**src/rtl/pipeline_hazard_ctrl.sv**
```systemverilog
// Hazard sequencer for a 5-stage MIPS pipeline: load-use stalls, EX/MEM branch flushes and data-memory waits.
// Optional performance counters are enabled by defining STALL_PERF_EN.
module pipeline_hazard_ctrl #(
    parameter int REG_W       = 5,
    parameter int MEM_TIMEOUT = 16,
    parameter int CNT_W       = 32
) (
    input  logic             clk,
    input  logic             reset,
    input  logic [REG_W-1:0] ifid_rs,
    input  logic [REG_W-1:0] ifid_rt,
    input  logic             idex_mem_read,
    input  logic [REG_W-1:0] idex_rt,
    input  logic             exmem_branch,
    input  logic             exmem_zero,
    input  logic             exmem_mem_acc,
    input  logic             dmem_ready,
    input  logic             err_clr,
    output logic             pc_write,
    output logic             pc_src,
    output logic             ifid_write,
    output logic             idex_write,
    output logic             exmem_write,
    output logic             ifid_flush,
    output logic             idex_flush,
    output logic             exmem_flush,
    output logic             memwb_flush,
`ifdef STALL_PERF_EN
    output logic [CNT_W-1:0] stall_cycles,
    output logic [CNT_W-1:0] flush_count,
    output logic [CNT_W-1:0] memwait_cycles,
`endif
    output logic             mem_error
);

    localparam int WCW = $clog2(MEM_TIMEOUT + 1);
    localparam logic [WCW-1:0] TIMEOUT_C = WCW'(MEM_TIMEOUT);

    if (MEM_TIMEOUT < 1 || CNT_W < 1) begin : g_bad_params
        $error("pipeline_hazard_ctrl: MEM_TIMEOUT and CNT_W must be >= 1");
    end

    typedef enum logic [1:0] {
        RUN      = 2'd0,
        MEM_WAIT = 2'd1,
        ERROR    = 2'd2
    } state_t;

    state_t         r_state;
    logic [WCW-1:0] r_wait_cnt;
    logic           r_mem_error;

    logic w_load_use;
    logic w_br_taken;
    logic w_mem_stall;
    logic w_active;
    logic w_mem_hold;
    logic w_issue_br;
    logic w_issue_lu;

    assign w_load_use  = idex_mem_read && (idex_rt != {REG_W{1'b0}}) &&
                         ((idex_rt == ifid_rs) || (idex_rt == ifid_rt));
    assign w_br_taken  = exmem_branch & exmem_zero;
    assign w_mem_stall = exmem_mem_acc & ~dmem_ready;
    assign w_active    = (r_state == RUN) || (r_state == MEM_WAIT);
    // In MEM_WAIT the hold is released purely by dmem_ready; the release cycle then behaves like RUN.
    assign w_mem_hold  = ((r_state == RUN) && w_mem_stall) ||
                         ((r_state == MEM_WAIT) && !dmem_ready);
    assign w_issue_br  = w_active & ~w_mem_hold & w_br_taken;
    assign w_issue_lu  = w_active & ~w_mem_hold & ~w_br_taken & w_load_use;

    // Mealy strobe decode, forced quiet while reset is asserted.
    always_comb begin
        pc_write    = 1'b0;
        pc_src      = 1'b0;
        ifid_write  = 1'b0;
        idex_write  = 1'b0;
        exmem_write = 1'b0;
        ifid_flush  = 1'b0;
        idex_flush  = 1'b0;
        exmem_flush = 1'b0;
        memwb_flush = 1'b0;
        if (reset) begin
            pc_write = 1'b0;
        end else begin
            case (r_state)
                RUN, MEM_WAIT: begin
                    if (w_mem_hold) begin
                        memwb_flush = 1'b1;
                    end else if (w_issue_br) begin
                        pc_write    = 1'b1;
                        pc_src      = 1'b1;
                        ifid_write  = 1'b1;
                        idex_write  = 1'b1;
                        exmem_write = 1'b1;
                        ifid_flush  = 1'b1;
                        idex_flush  = 1'b1;
                        exmem_flush = 1'b1;
                    end else if (w_issue_lu) begin
                        idex_write  = 1'b1;
                        exmem_write = 1'b1;
                        idex_flush  = 1'b1;
                    end else begin
                        pc_write    = 1'b1;
                        ifid_write  = 1'b1;
                        idex_write  = 1'b1;
                        exmem_write = 1'b1;
                    end
                end
                ERROR:   pc_write = 1'b0;
                default: pc_write = 1'b0;
            endcase
        end
    end

    // State, wait counter and sticky timeout flag.
    always_ff @(posedge clk or posedge reset) begin
        if (reset) begin
            r_state     <= RUN;
            r_wait_cnt  <= {WCW{1'b0}};
            r_mem_error <= 1'b0;
        end else begin
            case (r_state)
                RUN: begin
                    if (w_mem_stall) begin
                        r_state    <= MEM_WAIT;
                        r_wait_cnt <= WCW'(1);
                    end else begin
                        r_state    <= RUN;
                        r_wait_cnt <= {WCW{1'b0}};
                    end
                end
                MEM_WAIT: begin
                    if (dmem_ready) begin
                        r_state    <= RUN;
                        r_wait_cnt <= {WCW{1'b0}};
                    end else if (r_wait_cnt == TIMEOUT_C) begin
                        r_state     <= ERROR;
                        r_mem_error <= 1'b1;
                    end else begin
                        r_wait_cnt <= r_wait_cnt + WCW'(1);
                    end
                end
                ERROR: begin
                    if (err_clr) begin
                        r_state     <= RUN;
                        r_wait_cnt  <= {WCW{1'b0}};
                        r_mem_error <= 1'b0;
                    end else begin
                        r_state <= ERROR;
                    end
                end
                default: begin
                    r_state     <= RUN;
                    r_wait_cnt  <= {WCW{1'b0}};
                    r_mem_error <= 1'b0;
                end
            endcase
        end
    end

    assign mem_error = r_mem_error;

`ifdef STALL_PERF_EN
    logic [CNT_W-1:0] r_stall_cycles;
    logic [CNT_W-1:0] r_flush_count;
    logic [CNT_W-1:0] r_memwait_cycles;

    // Saturating event counters; the memory-wait count covers every cycle the mem hold is applied.
    always_ff @(posedge clk or posedge reset) begin
        if (reset) begin
            r_stall_cycles   <= {CNT_W{1'b0}};
            r_flush_count    <= {CNT_W{1'b0}};
            r_memwait_cycles <= {CNT_W{1'b0}};
        end else begin
            if (w_issue_lu && (r_stall_cycles != {CNT_W{1'b1}})) begin
                r_stall_cycles <= r_stall_cycles + CNT_W'(1);
            end
            if (w_issue_br && (r_flush_count != {CNT_W{1'b1}})) begin
                r_flush_count <= r_flush_count + CNT_W'(1);
            end
            if (w_mem_hold && (r_memwait_cycles != {CNT_W{1'b1}})) begin
                r_memwait_cycles <= r_memwait_cycles + CNT_W'(1);
            end
        end
    end

    assign stall_cycles   = r_stall_cycles;
    assign flush_count    = r_flush_count;
    assign memwait_cycles = r_memwait_cycles;
`endif

endmodule
```
**config.mk**
```make
export PLATFORM = sky130hd
export DESIGN_NAME = pipeline_hazard_ctrl
export DESIGN_NICKNAME = d
export VERILOG_FILES = /design/src/rtl/pipeline_hazard_ctrl.sv
export SDC_FILE = /design/constraint.sdc
export NUM_CORES = 1
export LEC_CHECK = 0
export CAP_MARGIN = 20
export CORE_MARGIN = 4
export CORE_UTILIZATION = 37
export CTS_CLUSTER_SIZE = 24
export DETAILED_ROUTE_END_ITERATION = 8
export PLACE_DENSITY_LB_ADDON = 0.08
export SLEW_MARGIN = 20
export SYNTH_ARGS = -nofsm -noshare
export SYNTH_HDL_FRONTEND = slang
export SYNTH_SLANG_ARGS = --single-unit
```
**constraint.sdc**
```tcl
create_clock -name clk -period 1.9 [get_ports clk]
set_input_delay 0.38 -clock clk [delete_from_list [all_inputs] [get_ports clk]]
set_output_delay 0.38 -clock clk [all_outputs]
set_load 0.02 [all_outputs]
```
==> flow_summary_export.csv <==
group,metric,value,unit
floorplan,rows,14,
power_and_ir_drop,irDropWorstVdd,515,uV
clocking,cts_made_buffers,3,
finish,stdcell_area,1070,um2
power_and_ir_drop,p_leak,0.541,nW
critical_path,cp.required,1520,ps
critical_path,cp_num_buf_inv,2,
global_route,antenna_found_initial,0,
clocking,htreeDepth,1,
timing,fin_hold_ws,361,ps
yosys,synth_area,606,um2
timing,worst_pin_slew,325,ps
routing,final_antenna_net_count,0,
timing,final_hold_viol_count,0,
yosys,synth.distinct_cells,24,
yosys,synth_nets,96,
routing,first_pass_iters,4,
clocking,clkLatencyLatePin,250,ps
run_status,violations,"negative setup slack",
finish,fin_nets,146,
routing,vias_per_cell,4.94,
placement,dpl_cell_area,1040,um2
timing,fin_skew,0.936,ps
timing,finalWorstSetupSlack,-23.5,ps
critical_path,critical_path_class,"in2out",
clocking,clk_pin_slew,50,ps
critical_path,crit_top_cell,"buf_6",
finish,syn_to_final_growth,76.7,%
floorplan,coreArea,1520,um2
finish,mostFrequentLayoutCell,"buf_4",
power_and_ir_drop,swShare,27.8,%
critical_path,worstPathCellList,"buf_6, or4_4, o21a_4, a31oi_4, buf_6",
timing,relSlewSlack,78.3,%
global_route,grt_pass1_vias,675,
routing,wl_per_cell,12.0,um
critical_path,crit_family,"simple AND/OR/NAND/NOR gates",
global_route,grt_pass1_wl,2810,um
yosys,ys_seq_elements,8,
clocking,cts.sinks,8,
power_and_ir_drop,intPower,0.343,mW
timing,maxSlewViolCount,0,
placement,portBuffers,32,
timing,min_period,1920,ps
yosys,syn_inst,71,
finish,finalNonFillerCells,135,
global_route,grt-ovfl-total,0,
floorplan,ios,33,
placement,gp_congestion,0.845,
power_and_ir_drop,combPwrFrac,35.3,%
power_and_ir_drop,pwr-share-clk,27.2,%
critical_path,startpoint_type,"input port",
timing,fmax,0.520,GHz
yosys,yosysWarningCount,0,
global_route,grt_max_degree,9,
floorplan,dieArea,2350,um2
routing,drc_errors,0,
routing,vias,667,
clocking,cts_buffer_depth,2,
routing,drt_iter0_drc,16,
run_status,status,"finished, violations left",
global_route,grt_use_total,14.8,%
power_and_ir_drop,p_per_area,444,nW/um2
routing,drt_wl_total,1630,um
critical_path,cp_slowest_cell,"or4_4",
placement,dp_hpwl,1380,um
floorplan,die_w,48.5,um
critical_path,cp_max_fo,2,
timing,fin_setup_tns,-52.1,ps
power_and_ir_drop,p_seq_share,37.5,%
finish,drive_gt1_share,34.5,%
floorplan,fp.dieH,48.5,um
floorplan,initial_utilization,39.7,%
critical_path,critPathMaxStageDelay,520,ps
clocking,cts_tree,"yes",
placement,dp_cells,130,
timing,rsz0062_at_grt,"yes",
power_and_ir_drop,power_switching,0.132,mW
clocking,clockRootBuffer,"clkbuf_4",
yosys,seq_area_frac_synth,33.1,%
timing,setup_viol,3,
run,drv_cap,0,
yosys,syn_avg_cell_area,8.53,um2
finish,layout_common_cells,"buf_4 (17), dlygate4sd2_1 (11), xnor2_1 (10)",
worst_hold_path,hp-class,"in2async",
finish,num_antenna_cells,0,
clocking,hold_buffers,0,
critical_path,critical_path_arrival,1540,ps
timing,final.period_utilization,101,%
critical_path,critPathCaptureType,"primary output",
[registers in the layout (all words and copies together) (netlist names)]
register and flops:
r_state 2, r_wait_cnt 5, mem_error 1
[tightest hold or removal path: cells and delay by family]
| kind | cells | cell delay [ps] |
|---|---|---|
| buf+inv | 3 | 630 |
[synth_stat cells, drive strengths merged]
cell type  instances  share of area [%]
xor2               1                1.4
a31oi              1                1.0
nor3b              1                1.2
nand2b             1                1.0
and2b              1                1.2
o21ai              7                5.8
or3b               1                1.9
o22ai              1                1.0
o21a               1                1.2
a22o               2                2.9
ha                 2                4.1
and4bb             1                2.1
nand2              7                4.3
inv                4                2.5
o31ai              1                1.2
nand3              5                4.1
a21oi              1               0.83
buf                4                5.0
a31o               1                1.4
dfrtp              8                 33
xnor2             10                 14
or4                1                1.2
mux2               1                1.9
nor2               8                5.0
[timing repair]
action                                 CTS  global route
gates resized for setup                 72             7
setup endpoints to repair                9             7
pin swaps                               16             6
buffers inserted                         2             0
endpoints found under the hold margin    0             0
[cell type report]
cell class,instances,area (um2)
sequential,8,200
fill,130,454
tap,16,20.0
inverter,4,15.0
clock buffer,3,22.5
multi-input combinational,55,399
timing repair buffer,49,413
[power by group through the flow]
stage / combinational (mW) / clock [mW] / sequential [mW]
after floorplan: 0.0748 / 0 / 0.182
after global routing: 0.184 / 0.149 / 0.179
final: 0.167 / 0.129 / 0.178
after CTS: 0.166 / 0.136 / 0.178
after detailed placement: 0.173 / 0 / 0.181
after global placement: 0.169 / 0 / 0.181
[through the flow]
| step | setup WS [ps] | power [mW] | util, % |
|---|---|---|---|
| 2_1_floorplan | 9.92 | 0.256 | - |
| 3_3_place_gp | -809 | 0.350 | 68.5 |
| 3_5_place_dp | -832 | 0.354 | 68.5 |
| 4_1_cts | -37.2 | 0.480 | 68.7 |
| 5_1_grt | -59.6 | 0.512 | 70.2 |
| 6_report | -23.5 | 0.475 | 70.2 |
[kinds of logic after synthesis]
kind of cell | after synthesis | share of synthesized area (%)
buf+inv | 8 | 7.44
compound gates | 15 | 15.5
xor+xnor | 11 | 15.9
mux | 1 | 1.86
simple gates | 26 | 22.1
fa+ha+maj | 2 | 4.13
flops | 8 | 33.1
[path summary, 6_finish.rpt]
kind	from	endpoint	cells after the start	slack, ps
max in group asynchronous	reset	r_wait_cnt[2]	3	1300
min reg2reg	r_wait_cnt[4]	r_wait_cnt[4]	1	470
max	idex_rt[4]	ifid_write	5	-20
min in group clk	r_wait_cnt[4]	r_wait_cnt[4]	1	470
max reg2reg	r_wait_cnt[0]	r_wait_cnt[0]	6	410
min	reset	r_state[0]	3	360
[per-layer routing]
metal | wire (um) | up-vias | GRT usage, %
met2 | 842 | 25 | 25.2
met1 | 671 | 301 | 17.9
met4 | 0 | 0 | 4.04
met5 | 0 | - | 0
met3 | 112 | 0 | 4.29
li1 | - | 341 | -
(Power assumes the default switching activity.)
